$ cat src/rtl/mac_operand_fifo_if.sv
// -----------------------------------------------------------------------------
// mac_operand_fifo_if
//   Push and pop handshake bundle for the MAC operand buffer.
//
//   in_valid  : producer -> buffer, push request
//   in_ready  : buffer -> producer, push accepted when in_valid & in_ready
//   in_data   : producer -> buffer, operand to push
//   out_valid : buffer -> consumer, head entry available
//   out_ready : consumer -> buffer, pop accepted when out_valid & out_ready
//   out_data  : buffer -> consumer, head entry
//
//   Modports:
//     master : the side that drives pushes and takes pops (producer/consumer)
//     slave  : the buffer itself
// -----------------------------------------------------------------------------
interface mac_operand_fifo_if #(
    parameter int DataWidth = 16
);
    logic                 in_valid;
    logic                 in_ready;
    logic [DataWidth-1:0] in_data;
    logic                 out_valid;
    logic                 out_ready;
    logic [DataWidth-1:0] out_data;

    modport master (
        output in_valid,
        output in_data,
        output out_ready,
        input  in_ready,
        input  out_valid,
        input  out_data
    );

    modport slave (
        input  in_valid,
        input  in_data,
        input  out_ready,
        output in_ready,
        output out_valid,
        output out_data
    );
endinterface

$ cat src/rtl/mac_operand_fifo.sv
// -----------------------------------------------------------------------------
// mac_operand_fifo
//   Four-entry circular operand buffer feeding the MAC ready-mask stage.
//   The write pointer, read pointer and lap bit (Round) are exported because
//   the ready-mask stage derives per-entry readiness from exactly these three
//   signals; count is kept equal to the distance that stage computes.
//
//   Ports:
//     clk     : clock, all state updates on the rising edge
//     rst_n   : synchronous active-low reset of pointers, Round and count
//     flush   : synchronous clear of pointers, Round and count
//     bus     : push/pop handshake bundle (slave side)
//     W_Addr  : next slot to be written
//     R_Addr  : slot currently at the head
//     Round   : write pointer is one lap ahead of the read pointer
//     count   : occupancy, 0..BufferSize
// -----------------------------------------------------------------------------
module mac_operand_fifo #(
    parameter int DataWidth   = 16,
    parameter int BufferWidth = 2,
    parameter int BufferSize  = 4
) (
    input  logic                   clk,
    input  logic                   rst_n,
    input  logic                   flush,
    mac_operand_fifo_if.slave      bus,
    output logic [BufferWidth-1:0] W_Addr,
    output logic [BufferWidth-1:0] R_Addr,
    output logic                   Round,
    output logic [BufferWidth:0]   count
);

    localparam logic [BufferWidth-1:0] LastSlot = BufferWidth'(BufferSize - 1);
    localparam logic [BufferWidth-1:0] PtrOne   = BufferWidth'(1);
    localparam logic [BufferWidth:0]   CntOne   = (BufferWidth + 1)'(1);

    logic [DataWidth-1:0] mem [BufferSize];

    logic [BufferWidth-1:0] w_addr_q;
    logic [BufferWidth-1:0] r_addr_q;
    logic                   round_q;
    logic [BufferWidth:0]   count_q;

    logic same_slot;
    logic empty;
    logic full;
    logic push;
    logic pop;
    logic w_wrap;
    logic r_wrap;

    // Equal pointers are disambiguated by the lap bit: same lap means empty,
    // one lap apart means full.
    assign same_slot = (w_addr_q == r_addr_q);
    assign empty     = same_slot & ~round_q;
    assign full      = same_slot &  round_q;

    // rst_n gates the handshakes combinationally so nothing is offered or
    // accepted while reset is held, independent of register state.
    assign bus.in_ready  = ~full  & rst_n;
    assign bus.out_valid = ~empty & rst_n;
    assign bus.out_data  = mem[r_addr_q];

    assign push = bus.in_valid  & bus.in_ready;
    assign pop  = bus.out_valid & bus.out_ready;

    assign w_wrap = push & (w_addr_q == LastSlot);
    assign r_wrap = pop  & (r_addr_q == LastSlot);

    // Control state: pointers, lap bit and occupancy.
    always_ff @(posedge clk) begin
        if (!rst_n) begin
            w_addr_q <= '0;
            r_addr_q <= '0;
            round_q  <= 1'b0;
            count_q  <= '0;
        end else if (flush) begin
            w_addr_q <= '0;
            r_addr_q <= '0;
            round_q  <= 1'b0;
            count_q  <= '0;
        end else begin
            if (push) begin
                w_addr_q <= w_addr_q + PtrOne;
            end
            if (pop) begin
                r_addr_q <= r_addr_q + PtrOne;
            end
            // A lone wrap moves the lap relationship; two wraps cancel.
            round_q <= round_q ^ (w_wrap ^ r_wrap);
            case ({push, pop})
                2'b10:   count_q <= count_q + CntOne;
                2'b01:   count_q <= count_q - CntOne;
                default: count_q <= count_q;
            endcase
        end
    end

    // Operand storage is never cleared; out_valid keeps stale slots hidden.
    always_ff @(posedge clk) begin
        if (rst_n && !flush && push) begin
            mem[w_addr_q] <= bus.in_data;
        end
    end

    assign W_Addr = w_addr_q;
    assign R_Addr = r_addr_q;
    assign Round  = round_q;
    assign count  = count_q;

endmodule

$ cat src/flat_wrapper.sv
// flat-port wrapper written by rule: the top's interface ports become plain ports
module mac_operand_fifo_flat 
#(
    parameter int DataWidth   = 16,
    parameter int BufferWidth = 2,
    parameter int BufferSize  = 4
)
  (clk, rst_n, flush, W_Addr, R_Addr, Round, count, bus_in_valid, bus_in_data, bus_out_ready, bus_in_ready, bus_out_valid, bus_out_data);
  mac_operand_fifo_if #(.DataWidth(DataWidth)) bus_i ();
  input  logic clk;
  input  logic rst_n;
  input  logic flush;
  output logic [BufferWidth-1:0] W_Addr;
  output logic [BufferWidth-1:0] R_Addr;
  output logic Round;
  output logic [BufferWidth:0] count;
  input wire logic [$bits(bus_i.in_valid)-1:0] bus_in_valid;
  input wire logic [$bits(bus_i.in_data)-1:0] bus_in_data;
  input wire logic [$bits(bus_i.out_ready)-1:0] bus_out_ready;
  output wire logic [$bits(bus_i.in_ready)-1:0] bus_in_ready;
  output wire logic [$bits(bus_i.out_valid)-1:0] bus_out_valid;
  output wire logic [$bits(bus_i.out_data)-1:0] bus_out_data;
  assign bus_i.in_valid = bus_in_valid;
  assign bus_i.in_data = bus_in_data;
  assign bus_i.out_ready = bus_out_ready;
  assign bus_in_ready = bus_i.in_ready;
  assign bus_out_valid = bus_i.out_valid;
  assign bus_out_data = bus_i.out_data;
  mac_operand_fifo #(.DataWidth(DataWidth), .BufferWidth(BufferWidth), .BufferSize(BufferSize)) u_core (.clk(clk), .rst_n(rst_n), .flush(flush), .bus(bus_i), .W_Addr(W_Addr), .R_Addr(R_Addr), .Round(Round), .count(count));
endmodule
$ cat config.mk
export PLATFORM = sky130hd
export DESIGN_NAME = mac_operand_fifo_flat
export DESIGN_NICKNAME = d
export VERILOG_FILES = /design/src/rtl/mac_operand_fifo_if.sv /design/src/rtl/mac_operand_fifo.sv /design/src/flat_wrapper.sv
export SDC_FILE = /design/constraint.sdc
export NUM_CORES = 1
export LEC_CHECK = 0
export BUFFER_PORTS_ARGS = -buffer_cell sky130_fd_sc_hd__buf_2
export CORE_UTILIZATION = 50
export CTS_CLUSTER_SIZE = 12
export DETAILED_ROUTE_END_ITERATION = 8
export HOLD_SLACK_MARGIN = 0.1
export PLACE_DENSITY = 0.75
export SLEW_MARGIN = 0
export SYNTH_ARGS = -nofsm -noshare
export SYNTH_HDL_FRONTEND = slang
export SYNTH_SLANG_ARGS = --single-unit
export TNS_END_PERCENT = 1
$ cat constraint.sdc
create_clock -name clk -period 2.5 [get_ports clk]
set_input_delay 0.5 -clock clk [delete_from_list [all_inputs] [get_ports clk]]
set_output_delay 0.5 -clock clk [all_outputs]
set_load 0.05 [all_outputs]
==> reports/results.ini, run 1 <==
[worst_setup_path]
cp_max_fo = 6
r2r.worst_path.cells = 9
critPathLaunchType = flip-flop
startpoint = u_core.R_Addr[1]
critical_path_class = reg -> reg
arrival_ns = 2.56
required_ns = 2.76
crit-reg2reg-launch = u_core.R_Addr[1]
critPathCaptureType = flip-flop

[detailed_routing]
antenna_left = 0
drc = 0
drt-vias-per-instance = 5.38
vias = 1610
drt_iter0_markers = 104
drt_wl_total_mm = 5.13
drtPass1Iterations = 4
avgRoutedWirePerCell_um = 17.2

[clock_network]
cts.sinks = 74
clkTransAtPathRegs_ns = 0.08
postCtsSetupBuffers = 0
root_buffer = clkbuf_8
cts_hold_buf = 0
clock_path_buffers = 2
h-tree-depth = 3
clk_latency_ns = 0.33
numCtsBuffers = 9
cts.repair.resized = 0
cts_tree = yes

[pwr]
p_per_area_nw_per_um2 = 737
p_seq_share_pct = 50.8
swShare_pct = 18.9
p_switching_uw = 502
p_leak_nw = 1.27
ir_drop_uv = 471
clockPowerShare_pct = 44.5
internal_power_mw = 2.16
combPwrFrac_pct = 4.7

[floorplan]
dieArea_sq_um = 6210
core.rowCount = 27
die-width_um = 78.8
die_h_um = 78.8
ios = 47
initial_core_util_pct = 52.6
coreArea_sq_um = 5610

[placement]
dp_hpwl_mm = 3.36
dp_cells = 283
pre_cts_ws_ns = 0.105
portBuffers = 46
place_area_sq_um = 3340
gp_congestion = 0.761

[sta]
post-route-min-period_ns = 2.30
tightest_slew_ns = 0.407
layout_setup_ws_ns = 0.201
finalSetupTns_ns = 0
rsz0062_at_grt = no
final_max_slew_viol_count = 0
timing.fmax_mhz = 435
finalClockSkew_ns = 0.00956
finalHoldViolCount = 0
maxSlewHeadroom_pct = 72.9
timing.final.crit_share_pct = 92.0
setup_viol = 0

[final_layout]
layout-drive-gt1-share_pct = 42.7
nets = 250
diodes = 0
num-fill-cells = 427
sequential_cell_area_sq_um = 2120
area_growth_pct = 22.3
fin_cells = 299
fin_area_sq_um = 3610
multi_input_area_sq_um = 783

[logic_synthesis]
synth-edff-count = 64
ys_async_sr_fraction_pct = 0
synthTopCellsByCount = 64 x edfxtp_1, 16 x mux4_2, 10 x dfxtp_1, 7 x inv_1
yosysTopAreaCellShare_pct = 65.1
ys_warn_count = 0
netlist_top_cells_area = edfxtp_1 65%, mux4_2 12%, dfxtp_1 6.8%
synth_top_flop_cell = edfxtp_1
syn_nets = 189
synth_top_cell_by_area = edfxtp_1
synth.distinct_cells = 33
syn_area_sq_um = 2950
synth-seq-area-share_pct = 71.9
avgSynthCellArea_sq_um = 18.3
synth.ff_latch_count = 74
synth_most_common_cell = edfxtp_1
syn_inst = 161

[global_routing]
grt_max_degree = 17
track_usage_pct = 18.4
grt_pass1_wl_mm = 8.25
grt_pass1_vias = 1675
grt_remaining_overflow = 0
antenna_found_initial = 0

[min_path]
hold_class = in -> reg
worstHoldPathCells = 1
hp-start = bus_in_data[12]

[job]
drv_cap = 0

[status]
status = complete, no violations

cell type report:
type                    instances  share of cell area (%)
clock inverters                 6                    3.78
multi-input cells              73                    21.7
repair buffers                 56                    8.81
inverters                       8                   0.832
well taps                      72                    2.50
flip-flops and latches         74                    58.8
clock buffers                  10                    3.54
worst paths after layout:
kind                            end  slack [ns]
hold reg to reg     u_core.count[2]        0.51
setup reg to reg    u_core.count[2]        0.20
hold / removal    u_core.mem[0][12]        0.38
setup / recovery    u_core.count[2]        0.20
state kept, by name, indices dropped and copies added (netlist names), named ones only:
signal and cells:
u_core.mem 64, u_core.count 3, u_core.R_Addr 2, u_core.W_Addr 2
u_core.Round 1
cell usage in the layout (no fill, tap or decap), types with 3 or more instances in the layout:
| cell type | synthesis | layout |
|---|---|---|
| nand2_1 | 6 | 6 |
| bufinv_16 | 0 | 4 |
| nor2_1 | 6 | 6 |
| buf_4 | 0 | 9 |
| mux4_2 | 16 | 16 |
| ha_1 | 6 | 6 |
| and3_1 | 3 | 3 |
| clkbuf_8 | 0 | 9 |
| a21oi_1 | 5 | 5 |
| nand3_1 | 4 | 4 |
| dfxtp_1 | 10 | 9 |
| buf_2 | 3 | 46 |
| edfxtp_1 | 64 | 64 |
| inv_1 | 7 | 7 |
power by group through the flow:
stage	Combinational, mW	Clock, mW	Sequential (mW)
floorplan	0.0690	0	1.39
global placement	0.122	0	1.38
detailed placement	0.124	0	1.38
CTS	0.125	1.21	1.35
global route	0.134	1.25	1.35
finish	0.125	1.18	1.35
layer usage:
metal	vias up	track usage (%)	part of all wire [%]
met1	808	22.3	43
met2	49	30.7	51
met3	2	5.52	5.4
li1	751	-	-
met4	0	7.64	0.78
met5	-	0	0
stage by stage:
step                      utilization, %  hold slack, ns  power (mW)
after floorplan                        -           0.599        1.46
after global placement              59.5           0.482        1.50
after detailed placement            59.5           0.491        1.50
after CTS                           64.2           0.364        2.68
after global routing                64.3           0.363        2.74
final                               64.3           0.379        2.66
critical path: stages (launching register included):
cell	delay [ns]
dfxtp_2	0.35
xnor2_2	0.20
a31oi_2	0.29
and2_1	0.17
ha_1	0.19
inv_1	0.06
fa_1	0.38
xor2_1	0.16
or3_1	0.30
a21oi_1	0.14
kinds of logic (layout without fill, tap and decap cells):
group,Yosys count,count (layout),share of synthesized area (%)
xor+xnor,6,6,2.29
mux,16,16,12.2
compound gates,13,13,2.84
buf+inv,14,80,1.91
simple gates,31,31,5.60
fa+ha+maj,7,7,3.22
flops,74,74,71.9
(Power assumes the default switching activity.)
==> run 2: changes to the inputs <==
--- a/config.mk
+++ b/config.mk
@@ -11,6 +11,7 @@
 export DETAILED_ROUTE_END_ITERATION = 8
 export HOLD_SLACK_MARGIN = 0.1
 export PLACE_DENSITY = 0.75
+export REMOVE_ABC_BUFFERS = 1
 export SLEW_MARGIN = 0
 export SYNTH_ARGS = -nofsm -noshare
 export SYNTH_HDL_FRONTEND = slang
==> run 2 against run 1 <==
Effect of this change: wire length shrank 6.1%; sequential power is essentially flat; sequential cell count is the same; total power shrank 7.5%; sequential share of layout area grew 0.94 points; cell count is the same; final area shrank 1.6%; clock skew shrank 0.0015 ns; register-to-register slack is essentially flat; critical path depth is the same; via count shrank 2.1%; clock-buffer cell count is the same; highest routed layer unchanged.
==> reports/results.ini, run 2 (synthesized netlist as in run 1, its figures left out) <==
[final_layout]
finish.utilization_pct = 63.3
largest_reg_flops = 64
final_cell_mix = 64 x edfxtp_1, 46 x buf_2, 16 x mux4_2
sequential_cell_area_sq_um = 2120
multi_input_area_sq_um = 783
diodes = 0
layout-drive-gt1-share_pct = 42.3
nets = 250
num-fill-cells = 406
final_common_cell = edfxtp_1
area_growth_pct = 20.3
fin_area_sq_um = 3550
top_register = u_core.mem

[sta]
worst_hold_slack_ns = 0.374
layout_setup_ws_ns = 0.214
tightest_slew_ns = 0.408
timing.final.crit_share_pct = 91.4
timing.fmax_mhz = 437
final_max_slew_viol_count = 0
finalHoldViolCount = 0
maxSlewHeadroom_pct = 72.8
rsz0062_at_grt = no
setup_viol = 0
finalClockSkew_ns = 0.00807
post-route-min-period_ns = 2.29

[clock_network]
numCtsBuffers = 9
postCtsSetupBuffers = 0
cts_tree = yes
h-tree-depth = 3
clk_latency_ns = 0.34
cts.sinks = 74
root_buffer = clkbuf_8
clock_path_buffers = 2
clkTransAtPathRegs_ns = 0.08

[placement]
place_area_sq_um = 3320
pre_cts_ws_ns = 0.179
gp_congestion = 0.801
portBuffers = 46
dp_hpwl_mm = 3.16

[job]
drv_cap = 0

[global_routing]
grt_pass1_wl_mm = 7.71
grt_max_degree = 17
grt_remaining_overflow = 0
antenna_found_initial = 0
track_usage_pct = 17.5
grt_pass1_vias = 1592

[pwr]
p_seq_share_pct = 54.9
p_per_area_nw_per_um2 = 693
ir_drop_uv = 420
internal_power_mw = 1.95
p_leak_nw = 1.24
combPwrFrac_pct = 5.0
p_switching_uw = 507
swShare_pct = 20.6
clockPowerShare_pct = 40.0

[floorplan]
coreArea_sq_um = 5610
ios = 47
die_h_um = 78.8
initial_core_util_pct = 52.6
dieArea_sq_um = 6210
core.rowCount = 27
die-width_um = 78.8

[worst_setup_path]
required_ns = 2.77
arrival_ns = 2.55
critPathCaptureType = flip-flop
critical_path_class = reg -> reg
cp_max_fo = 6
critPathLaunchType = flip-flop

[detailed_routing]
drt_iter0_markers = 66
vias = 1576
drt_wl_total_mm = 4.82
avgRoutedWirePerCell_um = 16.1
drtPass1Iterations = 4
drt-vias-per-instance = 5.27
drc = 0
antenna_left = 0

[min_path]
hold_class = in -> reg

[status]
status = complete, no violations

==> run 2: cell count changes in the layout (fill, tap and decap cells not counted) <==
cell,delta
inv_6,-1
dfxtp_1,+1
clkinvlp_4,+2
bufinv_16,-2
buf_4,+1
buf_12,-1
clkinv_4,+1
dfxtp_2,-1
==> run 2: final cells by class <==
type,instances,share of cell area [%]
Clock inverter,6,2.57
Timing Repair Buffer,56,8.60
Sequential cell,74,59.8
Clock buffer,10,3.60
Inverter,8,0.846
Tap cell,72,2.54
Multi-Input combinational cell,73,22.1
==> run 2: critical path, stage by stage (launching register included) <==
cell     delay, ns
dfxtp_1       0.43
xnor2_2       0.16
a31oi_2       0.27
and2_1        0.16
ha_1          0.17
inv_1         0.06
fa_1          0.37
xor2_1        0.15
or3_1         0.30
a21oi_1       0.14
==> run 2: timing repair <==
item,in CTS,in global routing
setup endpoints to repair,0,1
gates resized for setup,0,1
hold buffers,0,0
endpoints found under the hold margin,0,0
==> run 2: per-layer routing <==
layer,up-vias,wire length [um],global-route usage (%)
met2,46,2460,30.0
li1,750,-,-
met3,9,233,3.33
met1,771,2010,20.6
met4,0,114,9.82
met5,-,0,0
==> run 2: final timing paths <==
check / to / cells past startpoint / slack [ns] / from
min: u_core.mem[0][7] / 1 / 0.37 / bus_in_data[7]
min reg2reg: u_core.count[2] / 2 / 0.50 / u_core.count[2]
max reg2reg: u_core.count[2] / 9 / 0.21 / u_core.R_Addr[1]
max: u_core.count[2] / 9 / 0.21 / u_core.R_Addr[1]
==> run 2: metrics by stage <==
step | instances | TNS [ns] | total power, mW
final | 299 | 0 | 2.46
after CTS | 299 | 0 | 2.48
after floorplan | 155 | -8.04 | 1.45
after global routing | 299 | 0 | 2.55
after global placement | 283 | 0 | 1.50
after detailed placement | 283 | 0 | 1.50
==> run 2: power by group through the flow <==
stage | Sequential (mW) | Clock [mW] | Combinational, mW
after floorplan | 1.39 | 0 | 0.0641
after global placement | 1.38 | 0 | 0.122
after detailed placement | 1.38 | 0 | 0.124
after CTS | 1.35 | 1.01 | 0.124
after global routing | 1.35 | 1.06 | 0.135
final | 1.35 | 0.984 | 0.124
==> run 3: changes to the inputs <==
--- a/config.mk
+++ b/config.mk
@@ -6,11 +6,11 @@
 export NUM_CORES = 1
 export LEC_CHECK = 0
 export BUFFER_PORTS_ARGS = -buffer_cell sky130_fd_sc_hd__buf_2
-export CORE_UTILIZATION = 50
+export CORE_UTILIZATION = 60
 export CTS_CLUSTER_SIZE = 12
 export DETAILED_ROUTE_END_ITERATION = 8
 export HOLD_SLACK_MARGIN = 0.1
-export PLACE_DENSITY = 0.75
+export PLACE_DENSITY = 0.84
 export REMOVE_ABC_BUFFERS = 1
 export SLEW_MARGIN = 0
 export SYNTH_ARGS = -nofsm -noshare
==> constraint.sdc (replaced) <==
create_clock -name clk -period 2.9 [get_ports clk]
set_input_delay 0.58 -clock clk [delete_from_list [all_inputs] [get_ports clk]]
set_output_delay 0.58 -clock clk [all_outputs]
set_load 0.05 [all_outputs]
==> run 3 against run 2 <==
Effect of this change: wire length rose by 2.5%; clock-buffer cell count rose by 2; clock skew is 0.0015 ns lower; register-to-register slack better by 0.21 ns; sequential share of layout area rose by 0.30 points; critical endpoint unchanged; setup slack better by 0.21 ns; largest power group unchanged.
==> reports/results.ini, run 3 (synthesized netlist as in run 1, its figures left out) <==
[status]
status = complete, no violations

[detailed_routing]
drtPass1Iterations = 4
drc = 0
drt_iter0_markers = 55
avgRoutedWirePerCell_um = 17.0
drt_wl_total_mm = 4.94
antenna_left = 0
vias = 1608
drt-vias-per-instance = 5.54

[clock_network]
clk_latency_ns = 0.35
cts_hold_buf = 0
postCtsSetupBuffers = 0
h-tree-depth = 3
clkTransAtPathRegs_ns = 0.07
cts.sinks = 74
clock_path_buffers = 2
numCtsBuffers = 9
cts.repair.resized = 0
root_buffer = clkbuf_8
cts_tree = yes

[floorplan]
die-width_um = 72.1
coreArea_sq_um = 4720
ios = 47
core.rowCount = 25
initial_core_util_pct = 62.5
dieArea_sq_um = 5200
die_h_um = 72.1

[final_layout]
area_growth_pct = 19.7
layout-drive-gt1-share_pct = 40.4
final_common_cell = edfxtp_1
fin_area_sq_um = 3530
finish.utilization_pct = 74.8
top_register = u_core.mem
diodes = 0
final_cell_mix = 64 x edfxtp_1, 46 x buf_2, 16 x mux4_2
largest_reg_flops = 64
nets = 246

[sta]
setup_viol = 0
tightest_slew_ns = 0.441
finalClockSkew_ns = 0.00660
timing.final.crit_share_pct = 85.3
finalHoldViolCount = 0
post-route-min-period_ns = 2.47
finalSetupTns_ns = 0
timing.fmax_mhz = 404
rsz0062_at_grt = no
final_max_slew_viol_count = 0
maxSlewHeadroom_pct = 70.5
layout_setup_ws_ns = 0.425

[global_routing]
grt_max_degree = 17
track_usage_pct = 20.7
grt_pass1_wl_mm = 7.49
grt_pass1_vias = 1550
grt_remaining_overflow = 0
antenna_found_initial = 0

[worst_setup_path]
critPathCaptureType = flip-flop
cp_max_fo = 8
arrival_ns = 2.75
required_ns = 3.18
critical_path_class = reg -> reg
critPathLaunchType = flip-flop

[pwr]
power_mw = 2.23
p_per_area_nw_per_um2 = 632
swShare_pct = 19.6
clockPowerShare_pct = 43.1
p_seq_share_pct = 52.2
ir_drop_uv = 447
combPwrFrac_pct = 4.7
p_leak_nw = 1.24
internal_power_mw = 1.79
p_switching_uw = 438

[placement]
pre_cts_ws_ns = 0.443
gp_congestion = 0.833
portBuffers = 46
place_area_sq_um = 3290
dp_hpwl_mm = 3.23

[job]
drv_cap = 0

[min_path]
hold_class = in -> reg

run 3: cell count changes in the layout (fill, tap and decap cells not counted):
cell	delta
clkinv_4	-1
a31oi_1	+1
clkbuf_1	+1
inv_6	+1
bufinv_16	+1
buf_4	-4
a31oi_2	-1
clkinvlp_4	-3
clkbuf_8	+1
run 3: cell type report:
class                      count  area (sq um)
clock buffer                  12           145
clock inverter                 4          98.8
fill                         277          1190
inverter                       8          30.0
multi-input combinational     73           777
sequential                    74          2120
tap                           67          83.8
timing repair buffer          52           275
run 3: routing by layer:
layer / share of wire [%] / GRT usage, % / up-vias / wire length (um)
met4: 2.3 / 10.5 / 0 / 112
met5: 0 / 0 / - / 0
met3: 5.8 / 6.94 / 10 / 285
met2: 51 / 34.8 / 55 / 2510
li1: - / - / 740 / -
met1: 41 / 23.8 / 803 / 2040
run 3: metrics by stage:
stage          hold WS, ns  cells
2_1_floorplan        0.679    155
3_3_place_gp         0.470    274
3_5_place_dp         0.495    274
4_1_cts              0.435    290
5_1_grt              0.429    290
6_report             0.448    290
run 3: path summary, 6_finish.rpt:
kind                                  startpoint          endpoint  slack (ns)  cells past startpoint
worst max register to register  u_core.W_Addr[0]   u_core.count[2]        0.43                      9
worst min-delay path              bus_in_data[7]  u_core.mem[3][7]        0.45                      1
worst max-delay path            u_core.W_Addr[0]   u_core.count[2]        0.43                      9
worst min register to register   u_core.count[2]   u_core.count[2]        0.50                      2
run 3: critical path, stage by stage, from the launching register on:
cell     delay, ns
dfxtp_1       0.49
xnor2_2       0.20
a31oi_1       0.32
and2_1        0.18
ha_1          0.18
inv_1         0.06
fa_1          0.37
xor2_1        0.15
or3_1         0.31
a21oi_1       0.14
run 3: power groups by stage:
stage | registers (mW) | clock network, mW | logic, mW
after floorplan | 1.20 | 0 | 0.0552
after global placement | 1.19 | 0 | 0.0980
after detailed placement | 1.19 | 0 | 0.104
after CTS | 1.17 | 0.968 | 0.105
after global routing | 1.17 | 1.01 | 0.111
final | 1.17 | 0.962 | 0.104
